File: src/rtl/wb_cdb_arbiter_pkg.sv
// Shared types and helpers for the writeback / CDB arbitration slice.
package wb_cdb_arbiter_pkg;

  localparam int N_SRC   = 3;
  localparam int XLEN    = 32;
  localparam int PREG_W  = 7;
  localparam int TAG_W   = 4;

  localparam logic [1:0] SRC_ALU = 2'd0;
  localparam logic [1:0] SRC_BRU = 2'd1;
  localparam logic [1:0] SRC_LSU = 2'd2;

  typedef struct packed {
    logic              valid;
    logic [PREG_W-1:0] prd;
    logic              rd_used;
    logic [TAG_W-1:0]  rob_tag;
    logic [XLEN-1:0]   data;
  } cdb_pkt_t;

  // Age is distance from the ROB head, so the compare is correct across tag wrap.
  function automatic logic is_younger(input logic [TAG_W-1:0] tag,
                                      input logic [TAG_W-1:0] ref_tag,
                                      input logic [TAG_W-1:0] head_tag);
    logic [TAG_W-1:0] age_s;
    logic [TAG_W-1:0] ref_age_s;
    age_s     = tag - head_tag;
    ref_age_s = ref_tag - head_tag;
    return age_s > ref_age_s;
  endfunction

endpackage

File: src/rtl/wb_cdb_arbiter_if.sv
// Bus bundle between the functional units / ROB control and the CDB arbiter.
interface wb_cdb_arbiter_if;
  import wb_cdb_arbiter_pkg::*;

  logic [N_SRC-1:0]        src_valid;
  logic [N_SRC-1:0]        src_ready;
  logic [N_SRC*PREG_W-1:0] src_prd;
  logic [N_SRC-1:0]        src_rd_used;
  logic [N_SRC*TAG_W-1:0]  src_rob_tag;
  logic [N_SRC*XLEN-1:0]   src_data;
  logic                    flush_i;
  logic                    recover_i;
  logic [TAG_W-1:0]        recover_tag_i;
  logic [TAG_W-1:0]        rob_head_tag;
  logic                    cdb_valid;
  logic [1:0]              cdb_src;
  logic [PREG_W-1:0]       cdb_prd;
  logic                    cdb_rd_used;
  logic [TAG_W-1:0]        cdb_rob_tag;
  logic [XLEN-1:0]         cdb_data;
  logic [15:0]             conflict_cnt;

  modport slave (
    input  src_valid, src_prd, src_rd_used, src_rob_tag, src_data,
    input  flush_i, recover_i, recover_tag_i, rob_head_tag,
    output src_ready, cdb_valid, cdb_src, cdb_prd, cdb_rd_used, cdb_rob_tag, cdb_data,
    output conflict_cnt
  );

  modport master (
    output src_valid, src_prd, src_rd_used, src_rob_tag, src_data,
    output flush_i, recover_i, recover_tag_i, rob_head_tag,
    input  src_ready, cdb_valid, cdb_src, cdb_prd, cdb_rd_used, cdb_rob_tag, cdb_data,
    input  conflict_cnt
  );
endinterface

File: src/rtl/wb_cdb_arbiter_wb_queue.sv
// Per-source result FIFO; younger-than-branch entries are squashed and survivors compacted in order.
module wb_queue
  import wb_cdb_arbiter_pkg::*;
#(
  parameter int DEPTH = 2
) (
  input  logic             clk,
  input  logic             rst_n,
  input  logic             flush,
  input  logic             recover,
  input  logic [TAG_W-1:0] recover_tag,
  input  logic [TAG_W-1:0] head_tag,
  input  logic             push_valid,
  input  cdb_pkt_t         push_pkt,
  input  logic             pop,
  output logic             push_ready,
  output cdb_pkt_t         head_pkt,
  output logic             occupied
);
  localparam int PTR_W = $clog2(DEPTH);

  cdb_pkt_t         mem_r [DEPTH];
  cdb_pkt_t         mem_n_s [DEPTH];
  cdb_pkt_t         ent_s [DEPTH];
  logic [PTR_W-1:0] slot_s [DEPTH];
  logic [PTR_W:0]   rd_ptr_r, wr_ptr_r, rd_n_s, wr_n_s, cnt_s, keep_cnt_s;
  logic [PTR_W-1:0] dst_s;
  logic [DEPTH-1:0] live_s;
  logic             pop_eff_s, push_keep_s;

  assign cnt_s = wr_ptr_r - rd_ptr_r;

  // live_s is in FIFO order (index 0 = head); reset and flush hide every entry at once.
  for (genvar i = 0; i < DEPTH; i++) begin : g_ent
    assign slot_s[i] = rd_ptr_r[PTR_W-1:0] + PTR_W'(i);
    assign ent_s[i]  = mem_r[slot_s[i]];
    assign live_s[i] = rst_n && !flush && ((PTR_W+1)'(i) < cnt_s) &&
                       !(recover && is_younger(ent_s[i].rob_tag, recover_tag, head_tag));
  end

  assign push_ready  = rst_n ? (cnt_s < (PTR_W+1)'(DEPTH)) : 1'b1;
  assign push_keep_s = rst_n && push_valid && push_ready && !flush &&
                       !(recover && is_younger(push_pkt.rob_tag, recover_tag, head_tag));
  assign pop_eff_s   = pop && live_s[0];
  assign occupied    = |live_s;

  // Head view presented to the arbiter; zero whenever the head is not live.
  always_comb begin
    head_pkt = '0;
    if (live_s[0]) begin
      head_pkt       = ent_s[0];
      head_pkt.valid = 1'b1;
    end else begin
      head_pkt = '0;
    end
  end

  // Rebuild the queue from the new read pointer: surviving entries in order, then the push.
  always_comb begin
    mem_n_s    = mem_r;
    keep_cnt_s = '0;
    dst_s      = '0;
    rd_n_s     = rd_ptr_r + {{PTR_W{1'b0}}, pop_eff_s};
    for (int i = 0; i < DEPTH; i++) begin
      if (live_s[i] && !(pop_eff_s && (i == 0))) begin
        dst_s          = rd_n_s[PTR_W-1:0] + keep_cnt_s[PTR_W-1:0];
        mem_n_s[dst_s] = ent_s[i];
        keep_cnt_s     = keep_cnt_s + (PTR_W+1)'(1);
      end else begin
        keep_cnt_s = keep_cnt_s;
      end
    end
    if (push_keep_s) begin
      dst_s          = rd_n_s[PTR_W-1:0] + keep_cnt_s[PTR_W-1:0];
      mem_n_s[dst_s] = push_pkt;
      keep_cnt_s     = keep_cnt_s + (PTR_W+1)'(1);
    end else begin
      keep_cnt_s = keep_cnt_s;
    end
    wr_n_s = rd_n_s + keep_cnt_s;
  end

  // Pointer and storage update.
  always_ff @(posedge clk) begin
    if (!rst_n) begin
      rd_ptr_r <= '0;
      wr_ptr_r <= '0;
      for (int i = 0; i < DEPTH; i++) begin
        mem_r[i] <= '0;
      end
    end else begin
      rd_ptr_r <= rd_n_s;
      wr_ptr_r <= wr_n_s;
      mem_r    <= mem_n_s;
    end
  end

endmodule

File: src/rtl/wb_cdb_arbiter.sv
// Round-robin arbitration of ALU/BRU/LSU writeback queues onto the single CDB.
module wb_cdb_arbiter
  import wb_cdb_arbiter_pkg::*;
#(
  parameter int Q_DEPTH = 2
) (
  input  logic            clk,
  input  logic            rst_n,
  wb_cdb_arbiter_if.slave bus
);
  localparam int OCC_W = $clog2(N_SRC + 1);

  cdb_pkt_t         push_pkt_s [N_SRC];
  cdb_pkt_t         head_pkt_s [N_SRC];
  cdb_pkt_t         sel_pkt_s;
  logic [N_SRC-1:0] head_vld_s, occ_s, ready_s, pop_s;
  logic [1:0]       rr_ptr_r, grant_idx_s;
  logic [2:0]       cand_s;
  logic             grant_any_s;
  logic [OCC_W-1:0] occ_cnt_s;
  logic [15:0]      conflict_cnt_r;

  for (genvar g = 0; g < N_SRC; g++) begin : g_src
    assign push_pkt_s[g] = '{valid:   1'b1,
                             prd:     bus.src_prd[g*PREG_W +: PREG_W],
                             rd_used: bus.src_rd_used[g],
                             rob_tag: bus.src_rob_tag[g*TAG_W +: TAG_W],
                             data:    bus.src_data[g*XLEN +: XLEN]};
    assign head_vld_s[g] = head_pkt_s[g].valid;
    assign pop_s[g]      = grant_any_s && (grant_idx_s == 2'(g));

    wb_queue #(.DEPTH(Q_DEPTH)) u_queue (
      .clk         (clk),
      .rst_n       (rst_n),
      .flush       (bus.flush_i),
      .recover     (bus.recover_i),
      .recover_tag (bus.recover_tag_i),
      .head_tag    (bus.rob_head_tag),
      .push_valid  (bus.src_valid[g]),
      .push_pkt    (push_pkt_s[g]),
      .pop         (pop_s[g]),
      .push_ready  (ready_s[g]),
      .head_pkt    (head_pkt_s[g]),
      .occupied    (occ_s[g])
    );
  end

  // Scan from the highest offset down so the nearest live head after rr_ptr wins.
  always_comb begin
    grant_any_s = 1'b0;
    grant_idx_s = 2'd0;
    cand_s      = 3'd0;
    for (int k = N_SRC - 1; k >= 0; k--) begin
      cand_s = {1'b0, rr_ptr_r} + 3'(k);
      if (cand_s >= 3'(N_SRC)) begin
        cand_s = cand_s - 3'(N_SRC);
      end else begin
        cand_s = cand_s;
      end
      if (head_vld_s[cand_s[1:0]]) begin
        grant_any_s = 1'b1;
        grant_idx_s = cand_s[1:0];
      end else begin
        grant_any_s = grant_any_s;
      end
    end
  end

  // CDB mux; every field reads zero when nothing is granted.
  always_comb begin
    sel_pkt_s = '0;
    if (grant_any_s) begin
      sel_pkt_s = head_pkt_s[grant_idx_s];
    end else begin
      sel_pkt_s = '0;
    end
  end

  // Number of queues still holding live results this cycle.
  always_comb begin
    occ_cnt_s = '0;
    for (int k = 0; k < N_SRC; k++) begin
      occ_cnt_s = occ_cnt_s + OCC_W'(occ_s[k]);
    end
  end

  // Round-robin pointer follows the last grant and holds otherwise (including across flush).
  always_ff @(posedge clk) begin
    if (!rst_n) begin
      rr_ptr_r <= 2'd0;
    end else if (grant_any_s) begin
      rr_ptr_r <= (grant_idx_s == 2'(N_SRC - 1)) ? 2'd0 : grant_idx_s + 2'd1;
    end else begin
      rr_ptr_r <= rr_ptr_r;
    end
  end

  // Saturating count of cycles with contention between queues.
  always_ff @(posedge clk) begin
    if (!rst_n) begin
      conflict_cnt_r <= 16'd0;
    end else if ((occ_cnt_s >= OCC_W'(2)) && (conflict_cnt_r != 16'hFFFF)) begin
      conflict_cnt_r <= conflict_cnt_r + 16'd1;
    end else begin
      conflict_cnt_r <= conflict_cnt_r;
    end
  end

  assign bus.src_ready    = ready_s;
  assign bus.cdb_valid    = grant_any_s;
  assign bus.cdb_src      = grant_any_s ? grant_idx_s : 2'd0;
  assign bus.cdb_prd      = sel_pkt_s.prd;
  assign bus.cdb_rd_used  = sel_pkt_s.rd_used;
  assign bus.cdb_rob_tag  = sel_pkt_s.rob_tag;
  assign bus.cdb_data     = sel_pkt_s.data;
  assign bus.conflict_cnt = conflict_cnt_r;

endmodule

File: src/flat_wrapper.sv
// flat-port wrapper written by rule: the top's interface ports become plain ports
module wb_cdb_arbiter_flat import wb_cdb_arbiter_pkg::*;
#(
  parameter int Q_DEPTH = 2
)
  (clk, rst_n, bus_src_valid, bus_src_prd, bus_src_rd_used, bus_src_rob_tag, bus_src_data, bus_flush_i, bus_recover_i, bus_recover_tag_i, bus_rob_head_tag, bus_src_ready, bus_cdb_valid, bus_cdb_src, bus_cdb_prd, bus_cdb_rd_used, bus_cdb_rob_tag, bus_cdb_data, bus_conflict_cnt);
  wb_cdb_arbiter_if bus_i ();
  input  logic clk;
  input  logic rst_n;
  input wire logic [$bits(bus_i.src_valid)-1:0] bus_src_valid;
  input wire logic [$bits(bus_i.src_prd)-1:0] bus_src_prd;
  input wire logic [$bits(bus_i.src_rd_used)-1:0] bus_src_rd_used;
  input wire logic [$bits(bus_i.src_rob_tag)-1:0] bus_src_rob_tag;
  input wire logic [$bits(bus_i.src_data)-1:0] bus_src_data;
  input wire logic [$bits(bus_i.flush_i)-1:0] bus_flush_i;
  input wire logic [$bits(bus_i.recover_i)-1:0] bus_recover_i;
  input wire logic [$bits(bus_i.recover_tag_i)-1:0] bus_recover_tag_i;
  input wire logic [$bits(bus_i.rob_head_tag)-1:0] bus_rob_head_tag;
  output wire logic [$bits(bus_i.src_ready)-1:0] bus_src_ready;
  output wire logic [$bits(bus_i.cdb_valid)-1:0] bus_cdb_valid;
  output wire logic [$bits(bus_i.cdb_src)-1:0] bus_cdb_src;
  output wire logic [$bits(bus_i.cdb_prd)-1:0] bus_cdb_prd;
  output wire logic [$bits(bus_i.cdb_rd_used)-1:0] bus_cdb_rd_used;
  output wire logic [$bits(bus_i.cdb_rob_tag)-1:0] bus_cdb_rob_tag;
  output wire logic [$bits(bus_i.cdb_data)-1:0] bus_cdb_data;
  output wire logic [$bits(bus_i.conflict_cnt)-1:0] bus_conflict_cnt;
  assign bus_i.src_valid = bus_src_valid;
  assign bus_i.src_prd = bus_src_prd;
  assign bus_i.src_rd_used = bus_src_rd_used;
  assign bus_i.src_rob_tag = bus_src_rob_tag;
  assign bus_i.src_data = bus_src_data;
  assign bus_i.flush_i = bus_flush_i;
  assign bus_i.recover_i = bus_recover_i;
  assign bus_i.recover_tag_i = bus_recover_tag_i;
  assign bus_i.rob_head_tag = bus_rob_head_tag;
  assign bus_src_ready = bus_i.src_ready;
  assign bus_cdb_valid = bus_i.cdb_valid;
  assign bus_cdb_src = bus_i.cdb_src;
  assign bus_cdb_prd = bus_i.cdb_prd;
  assign bus_cdb_rd_used = bus_i.cdb_rd_used;
  assign bus_cdb_rob_tag = bus_i.cdb_rob_tag;
  assign bus_cdb_data = bus_i.cdb_data;
  assign bus_conflict_cnt = bus_i.conflict_cnt;
  wb_cdb_arbiter #(.Q_DEPTH(Q_DEPTH)) u_core (.clk(clk), .rst_n(rst_n), .bus(bus_i));
endmodule
File: config.mk
export PLATFORM = sky130hd
export DESIGN_NAME = wb_cdb_arbiter_flat
export DESIGN_NICKNAME = d
export VERILOG_FILES = /design/src/rtl/wb_cdb_arbiter_pkg.sv /design/src/rtl/wb_cdb_arbiter_if.sv /design/src/rtl/wb_cdb_arbiter_wb_queue.sv /design/src/rtl/wb_cdb_arbiter.sv /design/src/flat_wrapper.sv
export SDC_FILE = /design/constraint.sdc
export NUM_CORES = 1
export LEC_CHECK = 0
export BUFFER_PORTS_ARGS = -buffer_cell sky130_fd_sc_hd__buf_2
export CORE_MARGIN = 5
export CORE_UTILIZATION = 52
export CTS_BUF_LIST = sky130_fd_sc_hd__clkbuf_4
export DETAILED_ROUTE_END_ITERATION = 16
export PLACE_DENSITY = 0.72
export REMOVE_ABC_BUFFERS = 1
export SETUP_SLACK_MARGIN = 0.2
export SYNTH_ARGS = -nofsm -noshare
export SYNTH_HDL_FRONTEND = slang
export SYNTH_SLANG_ARGS = --single-unit
File: constraint.sdc
create_clock -name clk -period 10 [get_ports clk]
set_clock_uncertainty 0.05 [all_clocks]
set_input_delay 1 -clock clk [delete_from_list [all_inputs] [get_ports clk]]
set_output_delay 1 -clock clk [all_outputs]
set_load 0.01 [all_outputs]
## Yosys cells after proc, flatten, opt, wreduce, memory -nomap -nowiden

Index checks and enable logic that the tools add are counted.

- Output and inout port bits: 66
- ROM bits: 0
- Bits in latches: 0
- Input bits: 147
- Word-level logic and storage cells: 310
- Flip-flop bits (word level): 300
- Memory bits (writable): 0
- Memories: 0

- Reduce and logical (&&, ||, !) cells: 70
- Add/sub/neg operators: 43
- Bitwise operators: 16
- Mux-type cells: 90
- Equality and inequality tests: 3
- $lt $le $gt $ge: 50
- Multipliers: 0
- Div/mod/pow operators: 0
- Shift operators: 0

Operators by type and width:

| operator | count |
|---|---|
| 45-bit two-way mux | 30 |
| 90-bit bitwise mux | 9 |
| 90-bit two-way mux | 9 |
| 45-bit demux with 1-bit select | 9 |
| 44-bit two-way mux | 3 |
| 45-bit binary-select mux with 2-bit select | 1 |
| 1-bit logical AND | 53 |
| 4-bit subtractor | 10 |
| 4-bit greater-than comparator | 9 |
| 2-bit >= comparator, second input constant | 17 |
| 1-bit inverter with 2-bit output | 15 |
| 2-bit two-way mux | 14 |
| 2-bit by 1-bit < comparator with 1-bit output, second input constant | 9 |
| 16-bit by 1-bit adder with 16-bit output, second input constant | 1 |
| 16-bit != test, second input constant | 1 |
| 2-bit by 1-bit adder with 2-bit output, second input constant | 7 |
| 1-bit logical NOT | 13 |
| 1-bit by 2-bit < comparator with 1-bit output, first input constant | 6 |
| 1-bit two-way mux | 12 |
| 2-bit by 3-bit < comparator with 1-bit output, second input constant | 3 |
| 2-bit by 1-bit adder with 2-bit output | 4 |
| 1-bit adder | 6 |
| 2-bit adder | 3 |
| 1-bit binary-select mux with 2-bit select | 3 |
| 14 further kinds | 25 |

## Depth between registers and ports, before layout

- Depth after elaboration: 31
- Depth in mapped cells: 28
- Mapped depth without buffers: 21

## By module

From an unflattened synthesis, not the netlist that was laid out.

- Cell total of the unflattened synthesis: 2919
- Area, all modules: 23024.6 µm²

Modules (own cells, without submodules):

| module | area each (µm²) | cells each | instances | seq. area each (µm²) |
|---|---|---|---|---|
| wb_queue (u_core.g_src[0].u_queue) | 7843.8 | 1007 | 1 | 1841.8 |
| wb_queue (u_core.g_src[2].u_queue) | 6610.1 | 819 | 1 | 1841.8 |
| wb_queue (u_core.g_src[1].u_queue) | 5983.2 | 737 | 1 | 1841.8 |
| wb_cdb_arbiter | 2587.5 | 356 | 1 | 360.3 |

## Worst setup path before layout

No wires, ideal clock.

- Kind: input to register
- Start point: input port bus_rob_head_tag[1]
- End point: register u_core.g_src[0].u_queue.mem_r[10] (netlist bit)
- Data required time: 9.880 ns
- Slack: 3.590 ns
- Library setup time: 0.070 ns
- Stages: 24
- Arrival time: 6.290 ns
- Path buffers: 6
- Path through: inv_1 > ha_1 > a21o_1 > a21oi_1 > xnor2_1 > ha_1 > a21oi_1 > a21oi_1 > or2_0 > buf_6 > or4_4 > buf_6 > buf_6 > inv_2 > or4_1 > inv_1 > ha_1 > clkbuf_1 > xor2_1 > and3_1 > clkbuf_1 > clkbuf_1 > a31oi_1 > a21oi_1

- Elaborated cells between the ends (all ways): 76
- Classes of those cells: 10 x add/sub; 11 x order compare; 29 x mux; 3 x bitwise; 23 x reduce/logical

RTL lines:

| element | RTL line | source |
|---|---|---|
| from (decl) | flat_wrapper.sv:18 | `input wire logic [$bits(bus_i.rob_head_tag)-1:0] bus_rob_head_tag;` |
| 4-bit subtractor, on equally long branches | wb_cdb_arbiter_pkg.sv:27, wb_cdb_arbiter_pkg.sv:28 |  |
| 4-bit greater-than comparator | wb_cdb_arbiter_pkg.sv:29 | `return age_s > ref_age_s;` |
| 1-bit logical AND | wb_cdb_arbiter_wb_queue.sv:38 | `!(recover && is_younger(ent_s[i].rob_tag, recover_tag, head_tag));` |
| 1-bit logical NOT | wb_cdb_arbiter_wb_queue.sv:38 |  |
| 1-bit logical AND | wb_cdb_arbiter_wb_queue.sv:37 | `assign live_s[i] = rst_n && !flush && ((PTR_W+1)'(i) < cnt_s) &&` |
| 45-bit two-way mux | wb_cdb_arbiter_wb_queue.sv:50 | `if (live_s[0]) begin` |
| 1-bit binary-select mux with 2-bit select | wb_cdb_arbiter.sv:60 | `if (head_vld_s[cand_s[1:0]]) begin` |
| 1-bit two-way mux (not written as such) | wb_cdb_arbiter.sv:60 |  |
| [7 not listed] | - |  |
| net u_core.g_src[0].u_queue.rd_n_s[0] | wb_cdb_arbiter_wb_queue.sv:26 | `logic [PTR_W:0] rd_ptr_r, wr_ptr_r, rd_n_s, wr_n_s, cnt_s, keep_cnt_s;` |
| [3 not listed] | - |  |
| 45-bit two-way mux (not written as such) | wb_cdb_arbiter_wb_queue.sv:67 | `mem_n_s[dst_s] = ent_s[i];` |
| 45-bit demux with 1-bit select | wb_cdb_arbiter_wb_queue.sv:67 |  |
| 90-bit bitwise mux | wb_cdb_arbiter_wb_queue.sv:67 |  |
| 90-bit two-way mux | wb_cdb_arbiter_wb_queue.sv:65 | `if (live_s[i] && !(pop_eff_s && (i == 0))) begin` |
| 90-bit bitwise mux | wb_cdb_arbiter_wb_queue.sv:67 |  |
| 90-bit two-way mux | wb_cdb_arbiter_wb_queue.sv:65 |  |
| 90-bit bitwise mux | wb_cdb_arbiter_wb_queue.sv:75 | `mem_n_s[dst_s] = push_pkt;` |
| 90-bit two-way mux * | wb_cdb_arbiter_wb_queue.sv:73 | `if (push_keep_s) begin` |
| to (signal assigned) | wb_cdb_arbiter_wb_queue.sv:94 | `mem_r <= mem_n_s;` |
| to (decl) | wb_cdb_arbiter_wb_queue.sv:22 | `cdb_pkt_t mem_r [DEPTH];` |

Mark *: on every way through the listed nets, which the timed path passes. The rest lies on a longest branch. The select of a mux whose other input is x is not followed.
A chain may end at the register's enable or synchronous reset.

## Worst setup path after layout

- Start point: register u_core.g_src[1].u_queue.rd_ptr_r[0]
- End point: output port bus_cdb_data[25]

- Longest elaborated chain between the ends: 20
- Elaborated cells between the ends (all ways): 30
- Classes of those cells: 2 x add/sub; 2 x order compare; 20 x mux; 2 x bitwise; 4 x reduce/logical

RTL lines:

| element | RTL line | source |
|---|---|---|
| from (decl) | wb_cdb_arbiter_wb_queue.sv:26 |  |
| from (signal assigned) | wb_cdb_arbiter_wb_queue.sv:92 | `rd_ptr_r <= rd_n_s;` |
| 1-bit inverter with 2-bit output (not written as such) | wb_cdb_arbiter_wb_queue.sv:36 | `assign ent_s[i] = mem_r[slot_s[i]];` |
| 45-bit two-way mux (not written as such) (3 in a row) | wb_cdb_arbiter_wb_queue.sv:36 |  |
| 4-bit subtractor | wb_cdb_arbiter_pkg.sv:27 | `age_s = tag - head_tag;` |
| 4-bit greater-than comparator | wb_cdb_arbiter_pkg.sv:29 |  |
| 1-bit logical AND | wb_cdb_arbiter_wb_queue.sv:38 |  |
| 1-bit logical NOT | wb_cdb_arbiter_wb_queue.sv:38 |  |
| 1-bit logical AND | wb_cdb_arbiter_wb_queue.sv:37 |  |
| 45-bit two-way mux * | wb_cdb_arbiter_wb_queue.sv:50 |  |
| 1-bit binary-select mux with 2-bit select | wb_cdb_arbiter.sv:60 |  |
| 1-bit two-way mux (not written as such) | wb_cdb_arbiter.sv:60 |  |
| 2-bit two-way mux (3 in a row) | wb_cdb_arbiter.sv:60 |  |
| 2-bit inverter with 3-bit output (not written as such) | wb_cdb_arbiter.sv:73 | `sel_pkt_s = head_pkt_s[grant_idx_s];` |
| 45-bit binary-select mux with 2-bit select | wb_cdb_arbiter.sv:73 |  |
| 44-bit two-way mux (not written as such) (2 in a row) | wb_cdb_arbiter.sv:73 |  |
| 44-bit two-way mux * | wb_cdb_arbiter.sv:72 | `if (grant_any_s) begin` |
| to (decl) | flat_wrapper.sv:25 | `output wire logic [$bits(bus_i.cdb_data)-1:0] bus_cdb_data;` |

Every way passes the cells marked *; elsewhere a longest branch is shown, timed or not. The select of a mux whose other input is x is not followed.

==> metrics.yaml <==
grt_pass1_vias: 17700
grt_overflow: 0
ctsResizeCount: 0
rsz0062_at_grt: "false"
port_buffers: 212
fin_crit_sh: 0.745
met1_usage: 0.402
period_minus_slack_ns: 7.45
crit_start: "u_core.g_src[1].u_queue.rd_ptr_r[0]"
ys_types: 69
synthTopCellsByArea: "dfxtp_1 31%, mux2i_1 9.9%, mux2_2 5.8%"
outcome: "complete, no violations"
yosysWarningCount: 0
worstPathRequired_ns: 8.95
antenna_found_initial: 6
dp_hpwl_microns: 39900
path_buf_inv: 2
final_layout_size_suffix_gt1_frac: 0.204
netlist.area_leader.share: 0.311
hp-class: "input pin to register"
grt.busiest_layer: "met2"
via_per_inst: 6.36
clock-sinks: 294
numCtsBuffers: 81
final_max_slew_viol_count: 0
io_pins: 213
grtUsageTotal: 0.285
synth_edf_count: 0
wl_per_cell_microns: 20.9
gr-usage-met3: 0.0528
cts_hold_buf: 0
avgSynthCellArea_sq_um: 8.22
synth.largest_area_cell: "dfxtp_1"
hold_path_startpoint: "bus_src_data[82]"
pre_cts_slack_ns: 2.03
num_vias: 18700
place_area_sq_mm: 0.0200
cp_cell_sequence: "buf_4, mux2i_1, xor2_1, xnor2_1, ha_1, nand4_1, nand2_1, a21oi_1, or2_2, or4_4, a31oi_1, o31ai_1, buf_2"
fin_nets: 2661
critPathMaxFanout: 94
worstSkewPairLatency_ns: 0.74
finalHoldWorstSlack_ns: 0.419
grtUsageMet2: 0.434
synth-seq-area-share: 0.311
synthCells: 2303
cp_slowest_stage_delay_ns: 0.96
hold_violations: 0
critical_path.top_delay_family: "simple AND/OR/NAND/NOR gates"
cts_max_path_buffers: 3
die-area_sq_mm: 0.0403
ys_ff_latch: 294
setup_slack_ns: 2.55
die_x_microns: 201
mostFrequentLayoutCells: "291 x dfxtp_1, 261 x nand2_1, 211 x buf_2"
routed_wl_microns: 61600
die_y_microns: 201
postCtsSetupBuffers: 0
cts_tree: "built"
num_rows: 69
fmax_mhz: 134
total_power_mw: 3.75
clockRootBuffer: "clkbuf_4"
endpoint_kind: "output pin"
crit_path_top_delay_cell: "or4_4"
ant_nets: 0
drc: 0
power.leakage_nw: 8.17
relSlewSlack: 0.219
powerDensity_mw_per_mm2: 179
htreeDepth: 3
post-route-cell-area_sq_mm: 0.0210
maxCapViolCount: 0
place_congestion: 0.904
initial_core_util: 0.530
setup_viol: 0
synth_area_sq_mm: 0.0189
first_pass_iters: 6
critPathKind: "register to output pin"
r2r-start: "u_core.g_src[1].u_queue.rd_ptr_r[0]"
arrival_ns: 6.40
cp-start-kind: "register"
yosys_most_used_dff: "dfxtp_1"
ys_async_sr_fraction: 0
clk_pin_slew_worst_paths_ns: 0.07
drtIter0Drc: 2108
core_area_sq_mm: 0.0357
setup_tns_ns: 0
grt_pass1_wl_microns: 95700
tightestPinTransition_ns: 1.17
ir_drop_uv: 98.3
final_common_cell: "dfxtp_1"
grt_max_degree: 117
area_growth_pct: 10.9
-- cell usage after synthesis, types with 3 or more instances --
master,number
a211oi_1,15
a21o_1,13
a21oi_1,105
a31oi_1,162
and2_1,10
and3_1,12
buf_1,10
buf_12,3
buf_2,30
buf_4,3
buf_6,9
clkbuf_1,155
dfxtp_1,294
fa_1,10
ha_1,82
inv_1,43
inv_2,4
mux2_1,7
mux2_2,97
mux2i_1,188
nand2_1,263
nand2b_1,19
nand3_1,44
nand4_1,10
nor2_1,90
nor2b_1,10
nor3_1,55
nor4_1,10
nor4b_1,36
o211ai_1,8
o21a_1,5
o21ai_0,160
o21ai_1,120
o22ai_1,65
o2bb2ai_1,3
o31ai_1,56
xnor2_1,36
xnor3_1,3
xor2_1,23
-- cell families after synthesis --
logic type               share of synthesized area
AND/OR/NAND/NOR                              0.144
buffers and inverters                       0.0607
adder cells (fa/ha/maj)                     0.0648
multiplexers                                 0.162
AO/OA/AOI/OAI                                0.226
flip-flops                                   0.311
XOR/XNOR                                    0.0309
-- tightest hold or removal path, cell delays in order --
cell and delay [ns]:
buf_2 0.09, nand2_1 0.04, o21ai_1 0.06
-- cell type report --
cell class	count	area (sq um)
Multi-Input combinational cell	1750	12000
Fill cell	3260	14700
Clock buffer	122	916
Clock inverter	19	103
Timing Repair Buffer	247	1330
Tap cell	461	577
Inverter	48	180
Antenna cell	2	5.00
Sequential cell	294	5890
-- per-layer routing --
layer / vias up / share of wire
li1: 8716 / -
met1: 8846 / 0.43
met2: 999 / 0.44
met3: 141 / 0.090
met4: 10 / 0.036
met5: - / 0.0011
-- final timing paths --
path / endpoint / cells after the start / slack (ns)
hold / removal: u_core.g_src[2].u_queue.mem_r[18] / 3 / 0.42
setup reg to reg: u_core.g_src[0].u_queue.mem_r[42] / 19 / 2.58
setup / recovery: bus_cdb_data[25] / 13 / 2.55
hold reg to reg: u_core.g_src[1].u_queue.mem_r[24] / 2 / 0.42
-- metrics by stage --
stage               std cells  utilization
CTS                      2941        0.587
detailed placement       2800        0.559
finish                   2943        0.587
global placement         2800        0.559
floorplan                2092            -
global route             2942        0.587
-- flip-flops by register name, summed over array words and instances (netlist names) --
signal / count
u_core.g_src.u_queue.wr_ptr_r: 6
u_core.g_src.u_queue.rd_ptr_r: 6
u_core.rr_ptr_r: 2
u_core.g_src.u_queue.mem_r: 264
u_core.bus.conflict_cnt: 16
-- where the power goes --
part	leakage [nW]	internal [mW]	total, mW	switching [mW]
logic	5.16	0.494	1.20	0.701
registers	2.39	1.31	1.45	0.135
clock network	0.615	0.580	1.11	0.529
total	8.17	2.39	3.75	1.37
No activity file was read; power rests on OpenSTA's default activity.
